`src/rtl/snn_pkg.sv`:
```
// Shared constants and types for the spiking-network input side.
// TS is the number of time steps replayed per frame.
package snn_pkg;

    localparam int TS = 8;

    typedef enum logic [1:0] {
        LOAD  = 2'd0,
        START = 2'd1,
        RUN   = 2'd2,
        DONE  = 2'd3
    } enc_state_t;

endpackage

```
`src/rtl/axis_if.sv`:
```
// Minimal AXI-stream bundle: valid/ready handshake with data and end-of-frame marker.
interface axis_if #(
    parameter int TW = 4
);
    logic          tvalid;
    logic          tready;
    logic          tlast;
    logic [TW-1:0] tdata;

    modport master (output tvalid, output tdata, output tlast, input tready);
    modport slave  (input tvalid, input tdata, input tlast, output tready);
endinterface

```
`src/rtl/time_step_gen.sv`:
```
// Divides the clock into time steps of TSP clocks while run is high.
// time_step strobes on the last clock of each step.
module time_step_gen #(
    parameter int TSP = 4
) (
    input  logic clk,
    input  logic reset,
    input  logic run,
    output logic time_step,
    output logic last
);
    localparam int DW = (TSP > 1) ? $clog2(TSP) : 1;

    logic [DW-1:0] div_r;

    assign last      = (div_r == DW'(TSP - 1));
    assign time_step = run & last;

    // Clock-within-step counter, held at zero whenever not running
    always_ff @(posedge clk) begin
        if (reset) begin
            div_r <= '0;
        end else if (!run || last) begin
            div_r <= '0;
        end else begin
            div_r <= div_r + DW'(1);
        end
    end
endmodule

```
`src/rtl/spike_frame_encoder.sv`:
```
// Buffers one frame of time-to-first-spike values from AXI-stream, then replays
// it as per-input spikes over TS time steps with step strobes and a neuron reset.
module spike_frame_encoder
    import snn_pkg::*;
#(
    parameter int N   = 4,
    parameter int TSP = 4
) (
    input  logic         clk,
    input  logic         reset,
    axis_if.slave        axis_in,
    output logic [N-1:0] spike,
    output logic         time_step,
    output logic         net_reset,
    output logic         frame_done,
    output logic         busy
);
    localparam int             TW      = $clog2(TS + 1);
    localparam int             WPW     = (N > 1) ? $clog2(N) : 1;
    localparam logic [TW-1:0]  SILENT  = TW'(TS);
    localparam logic [TW-1:0]  LAST_ST = TW'(TS - 1);
    localparam logic [WPW-1:0] WP_LAST = WPW'(N - 1);

    enc_state_t     state_r, state_s;
    logic [TW-1:0]  mem_r [N];
    logic [WPW-1:0] wp_r;
    logic [TW-1:0]  step_idx_r;
    logic           tready_r, net_reset_r, frame_done_r, busy_r;
    logic           run_s, ts_s, ts_last_s, accept_s, frame_end_s;

    assign run_s       = (state_r == RUN);
    assign accept_s    = (state_r == LOAD) & axis_in.tvalid;
    assign frame_end_s = accept_s & (axis_in.tlast | (wp_r == WP_LAST));

    time_step_gen #(.TSP(TSP)) u_tsg (
        .clk       (clk),
        .reset     (reset),
        .run       (run_s),
        .time_step (ts_s),
        .last      (ts_last_s)
    );

    // Next-state decode
    always_comb begin
        state_s = state_r;
        case (state_r)
            LOAD: begin
                if (frame_end_s) state_s = START;
                else             state_s = LOAD;
            end
            START: state_s = RUN;
            RUN: begin
                if (ts_last_s && (step_idx_r == LAST_ST)) state_s = DONE;
                else                                      state_s = RUN;
            end
            DONE:    state_s = LOAD;
            default: state_s = LOAD;
        endcase
    end

    // State register and outputs registered from the next state
    always_ff @(posedge clk) begin
        if (reset) begin
            state_r      <= LOAD;
            tready_r     <= 1'b1;
            net_reset_r  <= 1'b0;
            frame_done_r <= 1'b0;
            busy_r       <= 1'b0;
        end else begin
            state_r      <= state_s;
            tready_r     <= (state_s == LOAD);
            net_reset_r  <= (state_s == START);
            frame_done_r <= (state_s == DONE);
            busy_r       <= (state_s == RUN) || (state_s == DONE);
        end
    end

    // Frame buffer, write pointer and step index
    always_ff @(posedge clk) begin
        if (reset) begin
            wp_r       <= '0;
            step_idx_r <= '0;
            for (int j = 0; j < N; j++) mem_r[j] <= SILENT;
        end else begin
            if (accept_s) begin
                // An early tlast leaves the untouched tail silent
                for (int j = 0; j < N; j++) begin
                    if (axis_in.tlast && (WPW'(j) > wp_r)) mem_r[j] <= SILENT;
                end
                mem_r[wp_r] <= axis_in.tdata;
                wp_r        <= frame_end_s ? '0 : wp_r + WPW'(1);
            end
            if (state_r == START) begin
                step_idx_r <= '0;
            end else if (ts_s) begin
                step_idx_r <= step_idx_r + TW'(1);
            end
        end
    end

    // Spikes depend only on registers, so they are stable across a whole step
    always_comb begin
        spike = '0;
        for (int j = 0; j < N; j++) begin
            if (run_s && (mem_r[j] == step_idx_r)) spike[j] = 1'b1;
            else                                   spike[j] = 1'b0;
        end
    end

    assign axis_in.tready = tready_r;
    assign time_step      = ts_s;
    assign net_reset      = net_reset_r;
    assign frame_done     = frame_done_r;
    assign busy           = busy_r;
endmodule
```
`src/flat_wrapper.sv`:
```
// flat-port wrapper written by rule: the top's interface ports become plain ports
module spike_frame_encoder_flat import snn_pkg::*;
#(
    parameter int N   = 4,
    parameter int TSP = 4
)
  (clk, reset, spike, time_step, net_reset, frame_done, busy, axis_in_tvalid, axis_in_tdata, axis_in_tlast, axis_in_tready);
  axis_if axis_in_i ();
  input  logic clk;
  input  logic reset;
  output logic [N-1:0] spike;
  output logic time_step;
  output logic net_reset;
  output logic frame_done;
  output logic busy;
  input wire logic [$bits(axis_in_i.tvalid)-1:0] axis_in_tvalid;
  input wire logic [$bits(axis_in_i.tdata)-1:0] axis_in_tdata;
  input wire logic [$bits(axis_in_i.tlast)-1:0] axis_in_tlast;
  output wire logic [$bits(axis_in_i.tready)-1:0] axis_in_tready;
  assign axis_in_i.tvalid = axis_in_tvalid;
  assign axis_in_i.tdata = axis_in_tdata;
  assign axis_in_i.tlast = axis_in_tlast;
  assign axis_in_tready = axis_in_i.tready;
  spike_frame_encoder #(.N(N), .TSP(TSP)) u_core (.clk(clk), .reset(reset), .axis_in(axis_in_i), .spike(spike), .time_step(time_step), .net_reset(net_reset), .frame_done(frame_done), .busy(busy));
endmodule
```
`config.mk`:
```
export PLATFORM = sky130hd
export DESIGN_NAME = spike_frame_encoder_flat
export DESIGN_NICKNAME = d
export VERILOG_FILES = /design/src/rtl/snn_pkg.sv /design/src/rtl/axis_if.sv /design/src/rtl/time_step_gen.sv /design/src/rtl/spike_frame_encoder.sv /design/src/flat_wrapper.sv
export SDC_FILE = /design/constraint.sdc
export NUM_CORES = 1
export LEC_CHECK = 0
export ABC_AREA = 1
export CAP_MARGIN = 20
export CORE_MARGIN = 8
export CORE_UTILIZATION = 45
export CTS_BUF_LIST = sky130_fd_sc_hd__clkbuf_8
export CTS_CLUSTER_DIAMETER = 50
export DETAILED_ROUTE_END_ITERATION = 10
export GPL_TIMING_DRIVEN = 0
export PLACE_DENSITY_LB_ADDON = 0.1
export SETUP_SLACK_MARGIN = 0.5
export SLEW_MARGIN = 20
export SYNTH_ARGS = -nofsm -noshare
export SYNTH_HDL_FRONTEND = slang
export SYNTH_SLANG_ARGS = --single-unit
```
`constraint.sdc`:
```
create_clock -name clk -period 1.89 [get_ports clk]
set_input_delay 0.378 -clock clk [delete_from_list [all_inputs] [get_ports clk]]
set_output_delay 0.378 -clock clk [all_outputs]
set_load 0.005 [all_outputs]
```
==> impl_metrics.toml <==
[synthesis]
synth_top_area_cell = "edfxtp_1"
synth.area.top_cells = "edfxtp_1 32%, dfxtp_1 17%, nand2_1 9.2%"
ys_seq_elements = 29
netlist_instances = 186
netlist_top_cells_count = "37 x nand2_1, 33 x inv_1, 32 x nor2_1"
synth_area_sq_um = 1513
synth_cell_types = 19
synth_edf_count = 16
synth_nets = 205
yosysWarnings = 0
seq_area_frac_synth_pct = 48.97
synth_most_common_cell = "nand2_1"
synth.avg_cell_area_sq_um = 8.133
synthFlopType = "edfxtp_1"
synthArstFlopShare_pct = 0
synth_top_area_share_pct = 31.76

[finish]
final_util_pct = 65.22
final_cell_area_sq_um = 2142
drive_gt1_share_pct = 33.33
syn_to_final_growth_pct = 41.60
stdcell_count = 271
fin_nets = 243
n_antenna_cell = 0

[timing]
setup_tns_ns = 0
rsz0062_at_grt = "yes"
fin_ws_ns = 0.1171
fin_crit_ns = 1.773
clock_skew_ns = 0.006421
hold_ws_ns = 0.4454
finalMaxSlewViolations = 0
finalHoldViolations = 0
relSlewSlack_pct = 79.47
setup_viol = 0
worstMarginPinSlew_ns = 0.3075
fmax_mhz = 564.1
post-route-period-util_pct = 93.80

[grt]
grt_pass1_vias = 1217
grt_pass1_wl_microns = 5361
grt_overflow = 0
grt_use_total_pct = 13.04
antenna_found_initial = 0
grt_max_degree = 10

[floorplan]
die_h_microns = 73.98
initial_core_util_pct = 46.06
die_area_sq_um = 5473
boundaryPins = 17
coreArea_sq_um = 3284
dieWidth_microns = 73.98
rows = 21

[cts]
clkTransAtPathRegs_ns = 0.06
h-tree-depth = 2
cts_buffer_depth = 2
numClockSinks = 29
cts_tree = "done"
clk_latency_ns = 0.28
cts_buffers = 5
clock-root-buffer = "clkbuf_8"

[job]
drv_cap = 0

[place]
routabilityCongestion = 0.7668
post-dp-hpwl_microns = 2251
io_buffers = 16
place_worst_setup_slack_ns = -0.1525
place_area_sq_um = 1735
dp_cells = 248

[setup_path]
critPathCaptureType = "output port"
critPathBufInv = 3
crit_path_max_incr_delay_ns = 0.32
cpLargestDelayFamily = "flip-flops"
worstPathRequired_ns = 1.51
slowest_stage = "dfxtp_2"
crit_chain = "inv_2 -> ha_4 -> buf_6 -> a21boi_4 -> nand3_2 -> nor2_2 -> buf_2"
worst-path-max-fanout = 3
worstSetupPathType = "register to output port"
arrival_ns = 1.39
critPathLaunchType = "register"

[route]
drtPass1Iterations = 4
drtAntennaViolNets = 0
drt_iter0_drc = 58
vias_per_cell = 4.712
vias = 1277
route.detailed.drc = 0
wl_per_cell_microns = 12.59
finalWirelength_microns = 3412

[pwr]
ir_drop_mv = 0.4823
power.total_mw = 1.476
p_leak_nw = 0.9942
p_per_area_nw_per_um2 = 689.2

[hold_path]
worst_hold_path_type = "register to register"

[outcome]
status = "completed"
[report_power, final]
part / switching, mW / total [mW] / leakage (nW) / internal, mW
clock: 0.224 / 0.510 / 0.0538 / 0.285
sequential: 0.0180 / 0.720 / 0.263 / 0.702
combinational: 0.139 / 0.246 / 0.677 / 0.108
[per-layer routing]
metal / vias to the layer above / GRT usage [%] / part of all wire (%)
li1: 660 / - / -
met1: 573 / 14.34 / 42
met2: 34 / 21.19 / 50
met3: 10 / 4.852 / 5.5
met4: 0 / 7.317 / 2.8
met5: - / 0 / 0
[placed cells by master (no fill, tap or decap)]
cell type | synthesis | routed
ha_4 | 0 | 2
o22ai_1 | 3 | 3
nand2_1 | 37 | 29
clkbuf_8 | 0 | 6
nand3_2 | 0 | 6
nor2_1 | 32 | 23
clkdlybuf4s50_1 | 0 | 7
nand2_8 | 0 | 1
o21ai_1 | 0 | 1
dfxtp_2 | 0 | 3
dlygate4sd2_1 | 0 | 4
nand2_2 | 4 | 3
xnor2_1 | 1 | 1
nor2_4 | 2 | 2
dfxtp_1 | 13 | 10
buf_6 | 0 | 7
buf_8 | 0 | 1
buf_4 | 1 | 10
nand3_1 | 11 | 5
buf_2 | 1 | 4
nor3_2 | 0 | 1
a21oi_1 | 5 | 4
a21boi_4 | 0 | 1
inv_2 | 1 | 7
edfxtp_1 | 16 | 16
nor2_2 | 0 | 9
o21ai_4 | 0 | 2
inv_1 | 33 | 29
a21oi_2 | 0 | 1
ha_2 | 0 | 1
nand2_4 | 0 | 8
o21ai_0 | 12 | 9
nand3b_1 | 1 | 1
ha_1 | 11 | 8
[final cells by class]
type                    count  area [sq um]
well taps                  46         57.56
plain buffers               2         18.77
repair buffers             31         275.3
clock inverters             2         7.507
clock buffers               6         82.58
fillers                   274          1142
inverters                  34         127.6
flip-flops and latches     29         744.5
multi-input cells         121         828.3
[kinds of logic (layout without fill, tap and decap cells)]
kind of cell | after synthesis | count (layout) | share of synthesized area (%)
AO/OA/AOI/OAI | 21 | 21 | 7.362
XOR/XNOR | 1 | 1 | 0.5791
buffers and inverters | 36 | 75 | 9.264
AND/OR/NAND/NOR | 88 | 88 | 24.73
flip-flops | 29 | 29 | 48.97
adder cells (fa/ha/maj) | 11 | 11 | 9.098
[path summary, 6_finish.rpt]
path              slack [ns]                             start                          endpoint  depth (start not counted)
setup / recovery        0.12      u_core.state_r[0]$_SDFF_PP0_                          spike[3]                          7
setup reg to reg        0.37      u_core.state_r[0]$_SDFF_PP0_      u_core.frame_done$_SDFF_PP0_                         12
hold / removal          0.45  u_core.u_tsg.div_r[0]$_SDFF_PP0_  u_core.u_tsg.div_r[0]$_SDFF_PP0_                          1
hold reg to reg         0.45  u_core.u_tsg.div_r[0]$_SDFF_PP0_  u_core.u_tsg.div_r[0]$_SDFF_PP0_                          1
[worst reg2reg max path, stage by stage (launching register included)]
cell and delay, ns:
dfxtp_2 0.32, inv_2 0.07, ha_4 0.14, buf_4 0.11, buf_6 0.09, nand2_4 0.04, buf_4 0.13, buf_6 0.12
nor2_4 0.10, nand2_2 0.09, nand2_2 0.08, nand2_4 0.06, nor2_1 0.11
[state kept, by name, summed over array words and instances (netlist names)]
register,count
u_core.frame_done,1
u_core.wp_r,2
u_core.net_reset,1
u_core.mem_r,16
u_core.step_idx_r,4
u_core.state_r,2
u_core.axis_in.tready,1
u_core.u_tsg.div_r,2
[repair_timing]
| item | CTS | global route |
|---|---|---|
| setup endpoints to repair | 25 | 39 |
| hold buffers | 0 | 0 |
| gates resized for setup | 43 | 49 |
| setup buffers | 9 | 6 |
| pin swaps | 10 | 9 |
Power figures use the tool's default switching activity.
